<file path="src/rtl/lfsr_prbs_gen_if.sv">
// Stream and control bundle for lfsr_prbs_gen: seed load, skip-ahead control,
// handshaked LFSR output and period/status reporting.
interface lfsr_prbs_gen_if #(
  parameter int WIDTH = 26,
  parameter int CNT_W = 32
);
  logic             load;
  logic [WIDTH-1:0] din;
  logic             skip_start;
  logic [CNT_W-1:0] skip_n;
  logic             out_valid;
  logic             out_ready;
  logic [WIDTH-1:0] q;
  logic             bit_out;
  logic             busy;
  logic             done;
  logic             seed_hit;
  logic [CNT_W-1:0] period;

  modport master (
    output load, din, skip_start, skip_n, out_ready,
    input  out_valid, q, bit_out, busy, done, seed_hit, period
  );

  modport slave (
    input  load, din, skip_start, skip_n, out_ready,
    output out_valid, q, bit_out, busy, done, seed_hit, period
  );
endinterface

</file>
<file path="src/rtl/lfsr_prbs_gen.sv">
// Galois LFSR/PRBS source with handshaked output, seed load, skip-ahead and period measurement.
// Optional runtime-writable feedback taps are enabled with `define LFSR_TAPS_RT_EN.
module lfsr_prbs_gen #(
  parameter int               WIDTH = 26,
  parameter logic [WIDTH-1:0] TAPS  = 26'h2000023,
  parameter logic [WIDTH-1:0] SEED  = {{(WIDTH-1){1'b0}}, 1'b1},
  parameter int               STEPS = 1,
  parameter int               CNT_W = 32
) (
  input  logic             clk,
  input  logic             rst_n,
`ifdef LFSR_TAPS_RT_EN
  input  logic             taps_we,
  input  logic [WIDTH-1:0] taps_in,
`endif
  lfsr_prbs_gen_if.slave   bus
);

  typedef enum logic {
    IDLE = 1'b0,
    SKIP = 1'b1
  } state_t;

  localparam logic [CNT_W-1:0] CNT_MAX  = '1;
  localparam logic [WIDTH-1:0] MSB_MASK = {1'b1, {(WIDTH-1){1'b0}}};

  // STEPS single Galois steps chained combinationally; only the final state is exposed.
  function automatic logic [WIDTH-1:0] advance(input logic [WIDTH-1:0] s,
                                               input logic [WIDTH-1:0] taps);
    logic [WIDTH-1:0] v;
    v = s;
    for (int i = 0; i < STEPS; i++) begin
      v = (v >> 1) ^ (v[0] ? taps : '0);
    end
    return v;
  endfunction

  state_t           state_q, state_d;
  logic [WIDTH-1:0] q_q, q_d;
  logic [WIDTH-1:0] ref_q, ref_d;
  logic [CNT_W-1:0] rem_q, rem_d;
  logic [CNT_W-1:0] adv_cnt_q, adv_cnt_d;
  logic [CNT_W-1:0] period_q, period_d;
  logic             out_valid_q, out_valid_d;
  logic             done_q, done_d;
  logic             seed_hit_q, seed_hit_d;

  logic [WIDTH-1:0] taps_cur;
  logic [WIDTH-1:0] load_val;
  logic [WIDTH-1:0] adv_val;
  logic             taps_wr;
  logic             do_adv;

`ifdef LFSR_TAPS_RT_EN
  logic [WIDTH-1:0] taps_q, taps_d;

  assign taps_cur = taps_q;
  assign taps_wr  = taps_we && (state_q == IDLE);

  always_comb begin
    taps_d = taps_q;
    if (taps_wr && !bus.load) begin
      taps_d = taps_in | MSB_MASK;
    end
  end

  always_ff @(posedge clk) begin
    if (!rst_n) begin
      taps_q <= TAPS;
    end else begin
      taps_q <= taps_d;
    end
  end
`else
  assign taps_cur = TAPS;
  assign taps_wr  = 1'b0;
`endif

  assign load_val = (bus.din != '0) ? bus.din : SEED;
  assign adv_val  = advance(q_q, taps_cur);

  // Priority per cycle: load, then taps write, then skip start, then beat / skip step.
  always_comb begin
    state_d    = state_q;
    q_d        = q_q;
    ref_d      = ref_q;
    rem_d      = rem_q;
    adv_cnt_d  = adv_cnt_q;
    period_d   = period_q;
    done_d     = 1'b0;
    seed_hit_d = 1'b0;
    do_adv     = 1'b0;

    if (bus.load) begin
      q_d       = load_val;
      ref_d     = load_val;
      adv_cnt_d = '0;
      period_d  = '0;
      state_d   = IDLE;
    end else if (taps_wr) begin
      ref_d     = q_q;
      adv_cnt_d = '0;
      period_d  = '0;
    end else begin
      unique case (state_q)
        IDLE: begin
          if (bus.skip_start) begin
            rem_d   = bus.skip_n;
            state_d = SKIP;
          end else if (out_valid_q && bus.out_ready) begin
            do_adv = 1'b1;
          end
        end
        SKIP: begin
          if (rem_q != '0) begin
            do_adv = 1'b1;
            rem_d  = rem_q - 1'b1;
          end else begin
            state_d = IDLE;
            done_d  = 1'b1;
          end
        end
      endcase
    end

    // An all-zero state can only arise from bad taps; recover to SEED without counting it.
    if (do_adv) begin
      if (q_q == '0) begin
        q_d = SEED;
      end else begin
        q_d       = adv_val;
        adv_cnt_d = (adv_cnt_q == CNT_MAX) ? CNT_MAX : adv_cnt_q + 1'b1;
        if (adv_val == ref_q) begin
          seed_hit_d = 1'b1;
          if ((period_q == '0) && (adv_cnt_q != CNT_MAX)) begin
            period_d = adv_cnt_q + 1'b1;
          end
        end
      end
    end

    out_valid_d = (state_d == IDLE) && !bus.load;
  end

  always_ff @(posedge clk) begin
    if (!rst_n) begin
      state_q     <= IDLE;
      q_q         <= SEED;
      ref_q       <= SEED;
      rem_q       <= '0;
      adv_cnt_q   <= '0;
      period_q    <= '0;
      out_valid_q <= 1'b0;
      done_q      <= 1'b0;
      seed_hit_q  <= 1'b0;
    end else begin
      state_q     <= state_d;
      q_q         <= q_d;
      ref_q       <= ref_d;
      rem_q       <= rem_d;
      adv_cnt_q   <= adv_cnt_d;
      period_q    <= period_d;
      out_valid_q <= out_valid_d;
      done_q      <= done_d;
      seed_hit_q  <= seed_hit_d;
    end
  end

  assign bus.q         = q_q;
  assign bus.bit_out   = q_q[0];
  assign bus.out_valid = out_valid_q;
  assign bus.busy      = (state_q == SKIP);
  assign bus.done      = done_q;
  assign bus.seed_hit  = seed_hit_q;
  assign bus.period    = period_q;

endmodule

</file>
<file path="src/flat_wrapper.sv">
// flat-port wrapper written by rule: the top's interface ports become plain ports
module lfsr_prbs_gen_flat 
#(
  parameter int               WIDTH = 26,
  parameter logic [WIDTH-1:0] TAPS  = 26'h2000023,
  parameter logic [WIDTH-1:0] SEED  = {{(WIDTH-1){1'b0}}, 1'b1},
  parameter int               STEPS = 1,
  parameter int               CNT_W = 32
)
  (clk, rst_n, bus_load, bus_din, bus_skip_start, bus_skip_n, bus_out_ready, bus_out_valid, bus_q, bus_bit_out, bus_busy, bus_done, bus_seed_hit, bus_period);
  lfsr_prbs_gen_if #(.WIDTH(WIDTH), .CNT_W(CNT_W)) bus_i ();
  input  logic clk;
  input  logic rst_n;
  input wire logic [$bits(bus_i.load)-1:0] bus_load;
  input wire logic [$bits(bus_i.din)-1:0] bus_din;
  input wire logic [$bits(bus_i.skip_start)-1:0] bus_skip_start;
  input wire logic [$bits(bus_i.skip_n)-1:0] bus_skip_n;
  input wire logic [$bits(bus_i.out_ready)-1:0] bus_out_ready;
  output wire logic [$bits(bus_i.out_valid)-1:0] bus_out_valid;
  output wire logic [$bits(bus_i.q)-1:0] bus_q;
  output wire logic [$bits(bus_i.bit_out)-1:0] bus_bit_out;
  output wire logic [$bits(bus_i.busy)-1:0] bus_busy;
  output wire logic [$bits(bus_i.done)-1:0] bus_done;
  output wire logic [$bits(bus_i.seed_hit)-1:0] bus_seed_hit;
  output wire logic [$bits(bus_i.period)-1:0] bus_period;
  assign bus_i.load = bus_load;
  assign bus_i.din = bus_din;
  assign bus_i.skip_start = bus_skip_start;
  assign bus_i.skip_n = bus_skip_n;
  assign bus_i.out_ready = bus_out_ready;
  assign bus_out_valid = bus_i.out_valid;
  assign bus_q = bus_i.q;
  assign bus_bit_out = bus_i.bit_out;
  assign bus_busy = bus_i.busy;
  assign bus_done = bus_i.done;
  assign bus_seed_hit = bus_i.seed_hit;
  assign bus_period = bus_i.period;
  lfsr_prbs_gen #(.WIDTH(WIDTH), .TAPS(TAPS), .SEED(SEED), .STEPS(STEPS), .CNT_W(CNT_W)) u_core (.clk(clk), .rst_n(rst_n), .bus(bus_i));
endmodule
</file>
<file path="config.mk">
export PLATFORM = sky130hd
export DESIGN_NAME = lfsr_prbs_gen_flat
export DESIGN_NICKNAME = d
export VERILOG_FILES = /design/src/rtl/lfsr_prbs_gen_if.sv /design/src/rtl/lfsr_prbs_gen.sv /design/src/flat_wrapper.sv
export SDC_FILE = /design/constraint.sdc
export NUM_CORES = 1
export LEC_CHECK = 0
export ABC_CLOCK_PERIOD_IN_PS = 3500
export BUFFER_PORTS_ARGS = -buffer_cell sky130_fd_sc_hd__buf_2
export CAP_MARGIN = 20
export CORE_ASPECT_RATIO = 0.75
export CORE_MARGIN = 4
export CORE_UTILIZATION = 53
export CTS_CLUSTER_DIAMETER = 100
export DETAILED_ROUTE_END_ITERATION = 10
export PLACE_DENSITY = 0.76
export SYNTH_ARGS = -nofsm -noshare
export SYNTH_HDL_FRONTEND = slang
export SYNTH_SLANG_ARGS = --single-unit
</file>
<file path="constraint.sdc">
create_clock -name clk -period 3.5 [get_ports clk]
set_input_delay 1.05 -clock clk [delete_from_list [all_inputs] [get_ports clk]]
set_output_delay 1.05 -clock clk [all_outputs]
set_load 0.005 [all_outputs]
</file>
# After elaboration in Yosys (flattened, before gate mapping)
# Cells that the tools add are included.
dict set report totals {
  ff_bits 152
  elab_cells 61
  in_bits 63
  output_inout_bits 63
}
dict set report classes {
  reduce_logical 12
  n_mux 27
  addsub 2
  n_eq_ne 5
  bitwise_logic 6
}
# operator n
set op_table {}
lappend op_table {{32-bit 2-to-1 mux} 11}
lappend op_table {{26-bit 2-to-1 mux} 5}
lappend op_table {{32-bit one-hot mux with 2 select lines} 1}
lappend op_table {{32-bit by 1-bit adder with 32-bit output (second input constant)} 1}
lappend op_table {{32-bit == test (second input constant)} 1}
lappend op_table {{32-bit logical NOT} 1}
lappend op_table {{32-bit != test (second input constant)} 1}
lappend op_table {{32-bit nonzero test} 1}
lappend op_table {{32-bit by 1-bit subtractor with 32-bit output (second input constant)} 1}
lappend op_table {{26-bit == test} 1}
lappend op_table {{26-bit logical NOT} 1}
lappend op_table {{26-bit nonzero test} 1}
lappend op_table {{25-bit by 26-bit XOR with 26-bit output} 1}
lappend op_table {{1-bit 2-to-1 mux} 8}
lappend op_table {{3-bit OR reduction} 2}
lappend op_table {{1-bit inverter} 5}
lappend op_table {{2-bit != test (second input constant)} 2}
lappend op_table {{1-bit one-hot mux with 2 select lines} 2}
lappend op_table {{1-bit logical AND} 3}
lappend op_table {{3-bit AND reduction} 1}
lappend op_table {{2-bit nonzero test} 1}
lappend op_table {{1-bit logical NOT} 1}

# Depth between registers and ports, before layout
# Gate-level depths: netlist of run 1.
dict set report logic_depth {
  word_depth 7
  depth_mapped 11
  depth_no_buf 8
}

# Worst setup path after synthesis of run 1
# Ideal clock, no wire load.
dict set report synth_path {
  path_type {input -> register}
  startpoint {input port bus_out_ready}
  endpoint {register u_core.period_q[15], in the netlist u_core.bus.period[15]}
  t_arrival_ns 2.589
  path_stages 7
  setup_ns 0.074
  required_time_ns 3.426
  setup_slack_ns 0.837
  cell_sequence {nand2_1 -> o21ai_0 -> o41ai_4 -> nor4_2 -> nand3_2 -> buf_2 -> o21ai_0}
}
dict set report synth_between {
  elab_chain_cells 6
}
# item line
set synth_lines {}
lappend synth_lines {{start: declaration} flat_wrapper.sv:18} ;# input wire logic [$bits(bus_i.out_ready)-1:0] bus_out_ready;
lappend synth_lines {{1-bit logical AND} lfsr_prbs_gen.sv:110} ;# end else if (out_valid_q && bus.out_ready) begin
lappend synth_lines {{1-bit 2-to-1 mux} lfsr_prbs_gen.sv:110}
lappend synth_lines {{1-bit 2-to-1 mux} lfsr_prbs_gen.sv:107} ;# if (bus.skip_start) begin
lappend synth_lines {{1-bit one-hot mux with 2 select lines} lfsr_prbs_gen.sv:105} ;# unique case (state_q)
lappend synth_lines {{1-bit 2-to-1 mux} lfsr_prbs_gen.sv:94} ;# if (bus.load) begin
lappend synth_lines {{32-bit 2-to-1 mux} lfsr_prbs_gen.sv:127} ;# if (do_adv) begin
lappend synth_lines {{end signal: assignment} lfsr_prbs_gen.sv:162} ;# period_q <= period_d;
lappend synth_lines {{end: declaration} lfsr_prbs_gen.sv:43} ;# logic [CNT_W-1:0] period_q, period_d;
# Every way passes these cells.
# A chain may end at the register's enable or synchronous reset.

# Worst setup path after layout of run 1
dict set report layout_path {
  startpoint {register u_core.rem_q[23]}
  endpoint {register u_core.adv_cnt_q[18]}
}
dict set report layout_between {
  elab_chain_cells 5
}
# item line
set layout_lines {}
lappend layout_lines {{start: declaration} lfsr_prbs_gen.sv:41} ;# logic [CNT_W-1:0] rem_q, rem_d;
lappend layout_lines {{start signal: assignment} lfsr_prbs_gen.sv:160} ;# rem_q <= rem_d;
lappend layout_lines {{32-bit nonzero test} lfsr_prbs_gen.sv:115} ;# if (rem_q != '0) begin
lappend layout_lines {{1-bit 2-to-1 mux} lfsr_prbs_gen.sv:115}
lappend layout_lines {{1-bit one-hot mux with 2 select lines} lfsr_prbs_gen.sv:105}
lappend layout_lines {{1-bit 2-to-1 mux} lfsr_prbs_gen.sv:94}
lappend layout_lines {{32-bit 2-to-1 mux} lfsr_prbs_gen.sv:127}
lappend layout_lines {{end signal: assignment} lfsr_prbs_gen.sv:161} ;# adv_cnt_q <= adv_cnt_d;
lappend layout_lines {{end: declaration} lfsr_prbs_gen.sv:42} ;# logic [CNT_W-1:0] adv_cnt_q, adv_cnt_d;
# Every way passes these cells.

==> key figures, run 1 <==
Status
  • Outcome: complete, no violations

Drt
  • Total wire length: 22.0 mm
  • Post-route DRC: 0
  • DR vias/cell: 6.09
  • DR WL/cell: 17.7 um
  • Initial DRC Count: 781
  • Drt pass-1 iters: 5
  • Vias post-DR: 7562
  • ANT nets after route: 0

Final layout
  • Register Area: 3040 um^2
  • Final #Nets: 1123
  • Final std cells w/o fill: 1242
  • Layout cells sized above 1: 19.4%
  • Layout area overhead: 18.8%
  • Most frequent cells in the layout: nand2_1 (168), dfxtp_1 (151), buf_2 (125)
  • Util after Layout: 64.7%
  • Fill cells: 1189
  • Multi-input gate area: 4170 um^2
  • N_diodes: 0
  • Commonest non-fill, non-tap cell in the layout: nand2_1

Power
  • VDD IR max: 0.380 mV
  • PwrDens: 483 nW/um^2
  • Sequential share of power: 43.4%
  • Total chip power: 4.33 mW
  • Switching portion of total power: 26.1%
  • Clock Power Share: 44.3%
  • Leakage Power: 3.65 nW
  • P_int: 3.20 mW
  • Sw power: 1.13 mW
  • Gate power share: 12.3%

Timing
  • RSZ-0062 raised after global routing: no
  • Fin. max-slew vios: 0
  • # setup viols final: 0
  • Total Neg Setup Slack: 0 ps
  • Tightest Pin Transition: 1040 ps
  • Final Critical Period: 3230 ps
  • Final Hold Fails: 0
  • Worst clock skew: 13.0 ps
  • Fin crit share: 92.2%
  • Max Fclk: 310 MHz
  • Hold_ws: 453 ps
  • Max_slew headroom: 30.0%

Critical path
  • Startpoint Class: register
  • Worst setup EP type: register
  • Critical path required time: 3840 ps
  • Top fanout value on the critical path: 12
  • Kind of critical path: register to register
  • Arrival @ worst endpoint: 3570 ps

Clock network
  • H-tree levels: 4
  • Hold Buf Count CTS: 0
  • CTS sink cnt: 152
  • Worst-path clk slew: 60 ps
  • CTS resizes: 0
  • Longest Clk Path Bufs: 2
  • CTS tree: built
  • Worst skew pair latency: 420 ps
  • Clk Tree Root Cell: clkbuf_16
  • Total CTS buffers: 17
  • Post-CTS Setup Inserts: 0

Logic synthesis
  • Area leader, netlist: dfxtp_1
  • Flops & latches, synth: 152
  • Number of flops mapped to enable cells by yosys: 0
  • Post-synth net total: 1012
  • Synth top area share: 40.4%
  • Top cells by area, synth: dfxtp_1 (40%), nand2_1 (8.4%), o21ai_0 (4.9%)
  • Synthesized cell area: 7540 um^2
  • Post-synthesis async set-or-reset flop share: 0%
  • Seq/Total Area, Yosys: 40.4%
  • Post-synthesis cell count: 945
  • Syn_area_per_cell: 7.97 um^2
  • Top_reg_cell synth: dfxtp_1
  • Unique masters post-synth: 59
  • Ys Warns: 0

Floorplan
  • Die Y: 111 um
  • I/O pin cnt: 126
  • Num rows: 37
  • Full die area: 16200 um^2
  • Starting density of the core: 54.4%
  • Die W: 146 um
  • Core area: 13800 um^2

Global route
  • Largest net degree at the start of global routing: 49
  • Tot GR Track Use: 26.8%
  • First-pass GRT wire length: 35.9 mm
  • Initial antenna violation count: 0
  • Vias in the first global route: 7064
  • Grt ovf: 0

Worst hold path
  • Hold WC Path Type: register to register

Placement
  • Placed insts: 1212
  • IO buf count: 125
  • HPWL after detailed placement: 15.5 mm
  • GP Congestion: 0.889

Run
  • Maximum Capacitance Violations: 0
## synthesized netlist by cell type, drive strengths merged, types with 18 or more instances
cell type	instances
nand4	22
xnor2	25
nand2	168
nor3	23
nand3	28
buf	19
dfxtp	152
or3	18
nor2	71
xor2	31
a31oi	20
a21oi	59
o21ai	74
clkbuf	40
nor4	33
## worst paths after layout
| path | endpoint | cells after the start | startpoint | slack, ps |
|---|---|---|---|---|
| worst max-delay path | u_core.adv_cnt_q[18]$_SDFF_PN0_ | 6 | u_core.rem_q[23]$_SDFFE_PN0P_ | 270 |
| worst min-delay path | u_core.ref_q[17]$_SDFFE_PN0P_ | 2 | u_core.ref_q[17]$_SDFFE_PN0P_ | 450 |
| worst max register to register | u_core.adv_cnt_q[18]$_SDFF_PN0_ | 6 | u_core.rem_q[23]$_SDFFE_PN0P_ | 270 |
| worst min register to register | u_core.ref_q[17]$_SDFFE_PN0P_ | 2 | u_core.ref_q[17]$_SDFFE_PN0P_ | 450 |
## registers in the layout, summed over array words and instances, names as in the netlist
register	count
u_core.bus.out_valid	1
u_core.bus.seed_hit	1
u_core.ref_q	26
u_core.bus.busy	1
u_core.adv_cnt_q	32
u_core.bus.period	32
u_core.bus.done	1
u_core.bus.q	26
u_core.rem_q	32
## cell type report
class	count	share of cell area (%)
Tap cell	175	2.45
Timing Repair Buffer	151	9.53
Clock inverter	11	1.94
Inverter	17	0.713
Multi-Input combinational cell	717	46.5
Sequential cell	152	34.0
Clock buffer	19	4.83
## power groups by stage
| stage | sequential (mW) | clock [mW] | combinational (mW) |
|---|---|---|---|
| 4_1_cts | 1.87 | 1.94 | 0.526 |
| 3_3_place_gp | 1.91 | 0 | 0.509 |
| 6_report | 1.88 | 1.92 | 0.532 |
| 3_5_place_dp | 1.91 | 0 | 0.522 |
| 2_1_floorplan | 1.89 | 0 | 0.346 |
| 5_1_grt | 1.88 | 2.02 | 0.587 |
## routing by layer
metal	track usage [%]	up-vias	routed length (um)
li1	-	3643	-
met3	7.36	28	1790
met1	38.7	3581	10500
met2	39.5	310	9490
met5	0	-	0
met4	7.15	0	274
## worst max-delay path, stage by stage, from the launching register on
cell,delay [ps]
dfxtp_1,370
or4_1,700
or3_4,460
o41ai_4,770
nor2_1,380
and4_1,300
nor3_1,170
## logic make-up (layout without fill, tap and decap cells)
family / after synthesis / count (layout) / share of synthesized area, %
AND/OR/NAND/NOR: 403 / 403 / 25.4
AO/OA/AOI/OAI: 240 / 240 / 20.7
multiplexers: 14 / 14 / 1.88
buffers and inverters: 76 / 198 / 4.48
XOR/XNOR: 56 / 56 / 6.51
adder cells (fa/ha/maj): 4 / 4 / 0.664
flip-flops: 152 / 152 / 40.4
## metrics by stage
step	setup slack (ps)	area [um^2]
after floorplan	837	7540
after global placement	414	8320
after detailed placement	358	8350
after CTS	305	8950
after global routing	65.4	8950
final	273	8950
Power figures use the tool's default switching activity.
==> run 2, diff against run 1 <==
--- a/config.mk
+++ b/config.mk
@@ -5,7 +5,7 @@
 export SDC_FILE = /design/constraint.sdc
 export NUM_CORES = 1
 export LEC_CHECK = 0
-export ABC_CLOCK_PERIOD_IN_PS = 3500
+export ABC_CLOCK_PERIOD_IN_PS = 3060
 export BUFFER_PORTS_ARGS = -buffer_cell sky130_fd_sc_hd__buf_2
 export CAP_MARGIN = 20
 export CORE_ASPECT_RATIO = 0.75
==> constraint.sdc (replaced) <==
create_clock -name clk -period 3.06 [get_ports clk]
set_input_delay 0.918 -clock clk [delete_from_list [all_inputs] [get_ports clk]]
set_output_delay 0.918 -clock clk [all_outputs]
set_load 0.005 [all_outputs]
==> run 2 against run 1 <==
Highest routed layer unchanged. Total power grew 16%. Global-route usage shrank 0.53 points. Clock skew shrank 3.9 ps. Critical path depth is the same. Wire length shrank 0.53%. Largest cell class unchanged. Sequential power grew 14%. Count of clock-buffer cells in the layout grew 1. Die area is the same. Register-to-register slack is essentially flat. Critical path type unchanged.
==> key figures, run 2 (synthesis gave the netlist of run 1 again) <==
Timing
  • # setup viols final: 0
  • Worst clock skew: 9.17 ps
  • Fin. max-slew vios: 0
  • Final Hold Fails: 0
  • Total Neg Setup Slack: 0 ps
  • Tightest Pin Transition: 920 ps
  • Max Fclk: 359 MHz
  • Fin crit share: 91.2%
  • RSZ-0062 raised after global routing: no
  • Final Critical Period: 2790 ps
  • Max_slew headroom: 38.5%

Worst hold path
  • Hold WC Path Type: register to register
  • Min-delay src: u_core.rem_q[22]$_SDFFE_PN0P_

Final layout
  • Most frequent cells in the layout: nand2_1 (168), dfxtp_1 (151), buf_2 (125)
  • Multi-input gate area: 4170 um^2
  • Fill cells: 1166
  • Commonest non-fill, non-tap cell in the layout: nand2_1
  • Final #Nets: 1135
  • Layout area overhead: 20.2%
  • N_diodes: 0
  • Layout cells sized above 1: 20.4%
  • Final std cells w/o fill: 1256
  • Register Area: 3040 um^2

Placement
  • GP Congestion: 0.912
  • IO buf count: 125
  • HPWL after detailed placement: 15.6 mm
  • Placed insts: 1224

Clock network
  • CTS sink cnt: 152
  • Post-CTS Setup Inserts: 0
  • Worst-path clk slew: 60 ps
  • Total CTS buffers: 17
  • Clk Tree Root Cell: clkbuf_16
  • CTS resizes: 0
  • Longest Clk Path Bufs: 2
  • Worst skew pair latency: 420 ps
  • H-tree levels: 4
  • Hold Buf Count CTS: 0
  • CTS tree: built

Drt
  • Vias post-DR: 7685
  • Drt pass-1 iters: 7
  • Post-route DRC: 0
  • DR vias/cell: 6.12
  • ANT nets after route: 0
  • Total wire length: 21.9 mm
  • DR WL/cell: 17.4 um
  • Initial DRC Count: 696

Floorplan
  • Die W: 146 um
  • Starting density of the core: 54.4%
  • Num rows: 37
  • I/O pin cnt: 126
  • Die Y: 111 um
  • Core area: 13800 um^2
  • Full die area: 16200 um^2

Critical path
  • Critical path required time: 3400 ps
  • Arrival @ worst endpoint: 3130 ps
  • Worst R2R Start: u_core.rem_q[23]$_SDFFE_PN0P_
  • Kind of critical path: register to register
  • Worst setup path startpoint: u_core.rem_q[23]$_SDFFE_PN0P_
  • Worst setup EP type: register
  • Startpoint Class: register
  • Top fanout value on the critical path: 12

Global route
  • Vias in the first global route: 7012
  • Tot GR Track Use: 26.3%
  • Largest net degree at the start of global routing: 49
  • Grt ovf: 0
  • First-pass GRT wire length: 35.3 mm
  • Initial antenna violation count: 0

Power
  • VDD IR max: 0.475 mV
  • PwrDens: 555 nW/um^2
  • Leakage Power: 3.72 nW

Run
  • Maximum Capacitance Violations: 0

Status
  • Outcome: complete, no violations
==> run 2: cell types whose count changed in the layout (fill, tap and decap cells not counted), sizes merged <==
| cell | previous run | this run |
|---|---|---|
| buf | 151 | 163 |
| bufinv | 4 | 5 |
| clkbuf | 19 | 20 |
| clkinv | 2 | 4 |
| inv | 19 | 17 |
==> run 2: report_power, final <==
| part | internal (mW) | switching [mW] | total [mW] |
|---|---|---|---|
| Clock | 1.45 | 0.813 | 2.26 |
| Sequential | 2.06 | 0.0878 | 2.15 |
| Combinational | 0.250 | 0.372 | 0.622 |
| Total | 3.75 | 1.27 | 5.03 |
==> run 2: cell type report <==
cell class,count,share of cell area (%)
clock buffer,20,4.82
inverter,17,0.704
timing repair buffer,163,10.2
sequential,152,33.6
tap,175,2.42
multi-input combinational,717,46.1
clock inverter,12,2.21
==> run 2: worst max-delay path, cell delays in order, from the launching register on <==
cell     delay [ps]
dfxtp_1         360
or4_1           570
or3_4           430
o41ai_4         560
nor2_1          330
and4_1          300
nor3_1          170
==> run 2: final timing paths <==
kind                                     endpoint  slack, ps  depth (start not counted)
setup / recovery  u_core.adv_cnt_q[18]$_SDFF_PN0_        270                          6
hold reg to reg     u_core.rem_q[22]$_SDFFE_PN0P_        450                          2
hold / removal      u_core.rem_q[22]$_SDFFE_PN0P_        450                          2
setup reg to reg  u_core.adv_cnt_q[18]$_SDFF_PN0_        270                          6
==> run 2: metrics by stage <==
step           cell area, um^2  worst slack [ps]  hold slack [ps]  power [mW]  util (%)
2_1_floorplan             7540               433              426        2.56         -
3_3_place_gp              8420               216              443        2.78      60.8
3_5_place_dp              8420               198              444        2.79      60.8
4_1_cts                   9050               189              452        5.03      65.4
5_1_grt                   9060               114              466        5.20      65.5
6_report                  9060               271              451        5.03      65.5
==> run 2: metal layers <==
metal  share of wire, %  GRT usage [%]  vias up
met2                 43           37.7      363
li1                   -              -     3668
met1                 47           39.0     3611
met4                2.4           9.11        0
met5                  0              0        -
met3                8.3           5.48       43
